--- src/rtl/fifo_unpacker.sv ---
// Splits each word read from a show-ahead FIFO into DATA_WIDTH/OUT_WIDTH slices
// and emits them one per accepted handshake on a valid/ready stream.
module fifo_unpacker #(
    parameter int unsigned DATA_WIDTH = 32,
    parameter int unsigned OUT_WIDTH  = 8,
    parameter int unsigned LSB_FIRST  = 1
) (
    input  logic                  rclk,
    input  logic                  rrst_n,
    input  logic                  rempty,
    input  logic [DATA_WIDTH-1:0] rdata,
    output logic                  rpull,
    input  logic                  flush,
    output logic                  out_valid,
    input  logic                  out_ready,
    output logic [OUT_WIDTH-1:0]  out_data,
    output logic                  out_last,
    output logic [15:0]           word_cnt
);
    localparam int unsigned N     = DATA_WIDTH / OUT_WIDTH;
    localparam int unsigned IDX_W = $clog2(N);
    localparam logic [IDX_W-1:0] LAST_IDX = IDX_W'(N - 1);

    typedef enum logic {
        IDLE = 1'b0,
        SEND = 1'b1
    } state_t;

    state_t                  state_q, state_d;
    logic [IDX_W-1:0]        idx_q, idx_d;
    logic [DATA_WIDTH-1:0]   word_q, word_d;
    logic [OUT_WIDTH-1:0]    out_data_q, out_data_d;
    logic                    out_valid_q, out_valid_d;
    logic                    out_last_q, out_last_d;
    logic [15:0]             word_cnt_q, word_cnt_d;
    logic                    hs;

    function automatic logic [OUT_WIDTH-1:0] slice_of(
        input logic [DATA_WIDTH-1:0] w,
        input logic [IDX_W-1:0]      k
    );
        int unsigned pos;
        pos = 32'(k);
        if (LSB_FIRST == 0) pos = N - 1 - pos;
        return w[pos*OUT_WIDTH +: OUT_WIDTH];
    endfunction

    always_comb begin
        hs    = out_valid_q && out_ready;
        // Gated by rrst_n so the FIFO is never popped while the unpacker is held in reset.
        rpull = rrst_n && !rempty && !flush &&
                (state_q == IDLE || (hs && idx_q == LAST_IDX));

        state_d     = state_q;
        idx_d       = idx_q;
        word_d      = word_q;
        out_data_d  = out_data_q;
        out_valid_d = out_valid_q;
        out_last_d  = out_last_q;
        word_cnt_d  = word_cnt_q;

        if (rpull) begin
            state_d     = SEND;
            idx_d       = '0;
            word_d      = rdata;
            out_data_d  = slice_of(rdata, '0);
            out_valid_d = 1'b1;
            out_last_d  = 1'b0;
            word_cnt_d  = word_cnt_q + 16'd1;
        end else if (flush) begin
            state_d     = IDLE;
            idx_d       = '0;
            out_valid_d = 1'b0;
            out_last_d  = 1'b0;
        end else if (state_q == SEND && hs) begin
            if (idx_q != LAST_IDX) begin
                idx_d      = idx_q + 1'b1;
                out_data_d = slice_of(word_q, idx_q + 1'b1);
                out_last_d = ((idx_q + 1'b1) == LAST_IDX);
            end else begin
                state_d     = IDLE;
                idx_d       = '0;
                out_valid_d = 1'b0;
                out_last_d  = 1'b0;
            end
        end
    end

    always_ff @(posedge rclk or negedge rrst_n) begin
        if (!rrst_n) begin
            state_q     <= IDLE;
            idx_q       <= '0;
            word_q      <= '0;
            out_data_q  <= '0;
            out_valid_q <= 1'b0;
            out_last_q  <= 1'b0;
            word_cnt_q  <= '0;
        end else begin
            state_q     <= state_d;
            idx_q       <= idx_d;
            word_q      <= word_d;
            out_data_q  <= out_data_d;
            out_valid_q <= out_valid_d;
            out_last_q  <= out_last_d;
            word_cnt_q  <= word_cnt_d;
        end
    end

    assign out_valid = out_valid_q;
    assign out_data  = out_data_q;
    assign out_last  = out_last_q;
    assign word_cnt  = word_cnt_q;

endmodule

--- config.mk ---
export PLATFORM = sky130hd
export DESIGN_NAME = fifo_unpacker
export DESIGN_NICKNAME = d
export VERILOG_FILES = /design/src/rtl/fifo_unpacker.sv
export SDC_FILE = /design/constraint.sdc
export NUM_CORES = 1
export LEC_CHECK = 0
export ABC_AREA = 1
export BUFFER_PORTS_ARGS = -buffer_cell sky130_fd_sc_hd__buf_2
export CAP_MARGIN = 40
export CORE_ASPECT_RATIO = 1.25
export CORE_UTILIZATION = 40
export CTS_BUF_LIST = sky130_fd_sc_hd__clkbuf_8
export CTS_CLUSTER_DIAMETER = 120
export DETAILED_ROUTE_END_ITERATION = 7
export PLACE_DENSITY_LB_ADDON = 0.15
export SYNTH_ARGS = -nofsm -noshare
export SYNTH_HDL_FRONTEND = slang
export SYNTH_SLANG_ARGS = --single-unit
--- constraint.sdc ---
create_clock -name rclk -period 4.7 [get_ports rclk]
set_input_delay 0.705 -clock rclk [delete_from_list [all_inputs] [get_ports rclk]]
set_output_delay 0.705 -clock rclk [all_outputs]
set_load 0.02 [all_outputs]
# After elaboration in Yosys (flattened, before gate mapping)
# Index checks and enable logic that the tools add are counted.
[classes]
n_addsub = 2
multipliers = 0
div_mod_pow = 0
n_lt_le_gt_ge = 0
eq_ne = 5
shifts = 1
n_mux = 16
n_bitwise = 1
reduce_logical = 14
[ops]
columns = ["operator", "count"]
rows = [
  ["2-to-1 mux 8 bit", 4],
  ["variable part select 32 x 6 -> 8 bit", 1],
  ["adder 16 x 1 -> 16 bit (second input constant)", 1],
  ["2-to-1 mux 1 bit", 8],
  ["2-to-1 mux 2 bit", 4],
  ["logical AND 1 bit", 6],
  ["equality test 2 bit (second input constant)", 2],
  ["!= test 2 bit (second input constant)", 2],
  ["nonzero test 2 bit", 2],
  ["!= test 3 bit (second input constant)", 1],
  ["AND reduction 3 bit", 1],
  ["nonzero test 3 bit", 1],
  ["adder 2 x 1 -> 2 bit (second input constant)", 1],
  ["zero test 1 bit", 2],
  ["AND reduction 2 bit", 1],
  ["logical OR 1 bit", 1],
  ["NOT 1 bit", 1],
]
[word_totals]
reg_bits = 60
latchBits = 0
mem_bits_rw = 0
mem_bits_ro = 0
inputBits = 37
out_inout_bits = 27
word_cells = 45
mem_count = 0

# Depth between registers and ports, before layout
[logic_depth]
depth_word = 6
mapped_depth = 12
mapped_depth_nobuf = 9

# Worst setup path before layout
# OpenSTA, ideal clock, no wires.
[synth_timing]
path_kind = "input to output"
startpoint = "input port rempty"
endpoint = "output port rpull"
arrival_time_ns = 1.360
required_ns = 3.995
setup_slack_ns = 2.635
stages = 4
n_path_buf = 1
path_cell_list = "nor2_2 > nand2_1 > nor2_4 > buf_2"
[synth_between]
elab_chain_len = 4
[synth_lines]
columns = ["item", "line", "source"]
rows = [
  ["start, declared", "10", "input logic rempty,"],
  ["zero test 1 bit", "51", "rpull = rrst_n && !rempty && !flush &&"],
  ["logical AND 1 bit (3 in a row)", "51", ""],
  ["end, declared", "12", "output logic rpull,"],
]
# No other way between the ends.

# Worst setup path after layout
[layout_timing]
startpoint = "register idx_q[0]"
endpoint = "output port rpull"
[layout_between]
elab_chain_len = 4
[layout_lines]
columns = ["item", "line", "source"]
rows = [
  ["start, declared", "30", "logic [IDX_W-1:0] idx_q, idx_d;"],
  ["start signal, assigned", "100", "idx_q <= idx_d;"],
  ["equality test 2 bit", "52", "(state_q == IDLE || (hs && idx_q == LAST_IDX));"],
  ["logical AND 1 bit", "52", ""],
  ["logical OR 1 bit", "52", ""],
  ["logical AND 1 bit", "51", ""],
]
# No other way between the ends.

==> results.sh <==
export IMPL_status="finished clean"
export IMPL_avgSynthCellArea_um2=7.66
export IMPL_tightest_slew_ns=0.782
export IMPL_dpl_hpwl_um=4800
export IMPL_powerDensity_nw_per_um2=391
export IMPL_internal_power_w=0.000916
export IMPL_num_rows=34
export IMPL_drive_gt1_share_pct=19.2
export IMPL_post_route_period_util_pct=66.2
export IMPL_hold_viol=0
export IMPL_syn_cell_area_um2=2990
export IMPL_fin_area_um2=3510
export IMPL_leakagePower_nw=1.94
export IMPL_gp_congestion=0.767
export IMPL_cts_tree="done"
export IMPL_syn_to_final_growth_pct=17.2
export IMPL_clkSinkCount=60
export IMPL_grtUsageTotal_pct=19.2
export IMPL_clkPwrFrac_pct=26.7
export IMPL_first_pass_iters=4
export IMPL_cp_end_kind="output pin"
export IMPL_netSwitchingFraction_pct=33.3
export IMPL_die_area_um2=7840
export IMPL_finClkSkew_ns=0.00615
export IMPL_ioPinCount=64
export IMPL_routed_via_density=4.58
export IMPL_initial_utilization_pct=42.1
export IMPL_rr_worst_depth=7
export IMPL_grt_pass1_vias=2525
export IMPL_start_kind="flop"
export IMPL_clock_fmax_ghz=0.321
export IMPL_setup_viol=0
export IMPL_synth_fp_nets=431
export IMPL_slew_limit_headroom_pct=47.9
export IMPL_nets=494
export IMPL_path_class="reg2out"
export IMPL_antenna_found_initial=0
export IMPL_placement_io_buffers=63
export IMPL_required_ns=3.99
export IMPL_crit_path_start="idx_q[0]"
export IMPL_final_cell_mix="nand2_1, inv_1, buf_2"
export IMPL_synth_seq_cells=60
export IMPL_crit_end="rpull"
export IMPL_p_seq_share_pct=48.8
export IMPL_cts_root_buffer_cell="clkbuf_8"
export IMPL_reg2reg_setup_slack_ns=1.96
export IMPL_setup_tns_ns=0
export IMPL_power_switching_w=0.000456
export IMPL_critPathMaxFanout=55
export IMPL_whs_ns=0.485
export IMPL_placed_cell_area_um2=3360
export IMPL_wl_per_cell_um=12.1
export IMPL_overflow=0
export IMPL_cts_repair_resized=0
export IMPL_fin_util_pct=49.4
export IMPL_slew_violations=0
export IMPL_core_area_um2=7100
export IMPL_fin_crit_ns=3.11
export IMPL_dieHeight_um=98.7
export IMPL_hold_buffers=0
export IMPL_cts_clk_slew_worst_paths_ns=0.06
export IMPL_rsz0062_at_grt="no"
export IMPL_ys_seq_area_share_pct=50.1
export IMPL_diodes=0
export IMPL_worst_skew_pair_late_latency_ns=0.33
export IMPL_htreeDepth=3
export IMPL_synth_cells=391
export IMPL_final_common_cell="nand2_1"
export IMPL_cts_post_setup_buffers_inserted=0
export IMPL_drcViolationCount=0
export IMPL_ys_warn_count=0
export IMPL_grt_max_degree=62
export IMPL_grt_pass1_wl_um=11700
export IMPL_routed_wl_um=6600
export IMPL_vias=2509
export IMPL_vdd_drop_max_mv=0.173
export IMPL_drv_cap=0
export IMPL_r2r_end="word_cnt[7]"
export IMPL_combPwrFrac_pct=24.4
export IMPL_die_x_um=79.4
export IMPL_drt_iter0_drc=155
export IMPL_cp_data_arrival_time_ns=2.41
export IMPL_cts_buffers_inserted=9
export IMPL_hp_class="reg2reg"
export IMPL_ant_nets=0
export IMPL_clockBufferDepth=2
export IMPL_synthDistinctLibCells=23
export IMPL_r2r_start="idx_q[0]"
-- layout make-up --
| cell class | count | area (um^2) |
|---|---|---|
| Inverter | 64 | 240 |
| Multi-Input combinational cell | 254 | 1170 |
| Fill cell | 735 | 3590 |
| Sequential cell | 60 | 1500 |
| Tap cell | 90 | 113 |
| Clock buffer | 9 | 124 |
| Timing Repair Buffer | 65 | 330 |
| Clock inverter | 6 | 26.3 |
-- flip-flops by register name (all words and copies together) (netlist names) --
name and count:
idx_q 2, word_cnt 16, out_valid 1, out_data 8, out_last 1, word_q 32
-- critical path, stage by stage (launching register included) --
cell and delay [ns]:
dfrtp_1 0.76, ha_1 0.29, nand2_1 0.05, nand2_1 0.11, inv_1 0.08, nor2_4 0.07
buf_4 0.43, buf_2 0.27
-- power groups by stage --
stage	logic (W)	clock network, W	registers [W]
after detailed placement	0.000340	0	0.000678
final	0.000335	0.000367	0.000670
after floorplan	0.000180	0	0.000719
after global placement	0.000334	0	0.000679
after CTS	0.000340	0.000378	0.000671
after global routing	0.000383	0.000404	0.000681
-- synthesized netlist by cell type --
cell      number  area, um^2
ha_1           3        37.5
nor2_4         2        22.5
inv_2          3        11.3
dfrtp_1       60        1500
nor2_2         3        18.8
nor3_1         2        10.0
buf_2         11        55.1
a21oi_4        1        16.3
nand2_1      149         559
o21ai_0       10        50.1
nor2_1         9        33.8
nand3_1       24         120
nand3_2        1        10.0
a21oi_1        2        10.0
clkinv_1       1        3.75
inv_1         60         225
or2_1          1        6.26
buf_6          2        22.5
nand4_1        2        12.5
xor2_1         7        61.3
o21ai_1       34         170
nor3_2         1        10.0
xnor2_1        3        26.3
-- layer usage --
metal	share of wire (%)	track usage [%]
met5	0	0
met4	2.2	8.53
met3	4.8	4.72
met2	43	28.7
met1	50	26.1
-- how the worst min path moves through the flow --
stage	to	slack, ns	start	depth (start not counted)
floorplan	idx_q[0]	0.41	rrst_n	0
global placement	out_data[4]	0.47	out_data[4]	2
detailed placement	out_data[3]	0.47	out_data[3]	2
CTS	out_data[5]	0.49	out_data[5]	2
global route	word_cnt[3]	0.51	word_cnt[3]	1
finish	out_data[5]	0.48	out_data[5]	2
-- cells by family after synthesis --
kind of cell | synth area share (%)
fa+ha+maj | 1.25
simple gates | 26.8
compound gates | 8.23
buf+inv | 10.6
xor+xnor | 2.93
flops | 50.1
-- per-stage QoR --
stage	power [W]	worst slack, ns	instances
2_1_floorplan	0.000898	2.64	391
3_3_place_gp	0.00101	1.47	533
3_5_place_dp	0.00102	1.45	533
4_1_cts	0.00139	1.55	548
5_1_grt	0.00147	1.39	548
6_report	0.00137	1.59	548
Power figures use the tool's default switching activity.
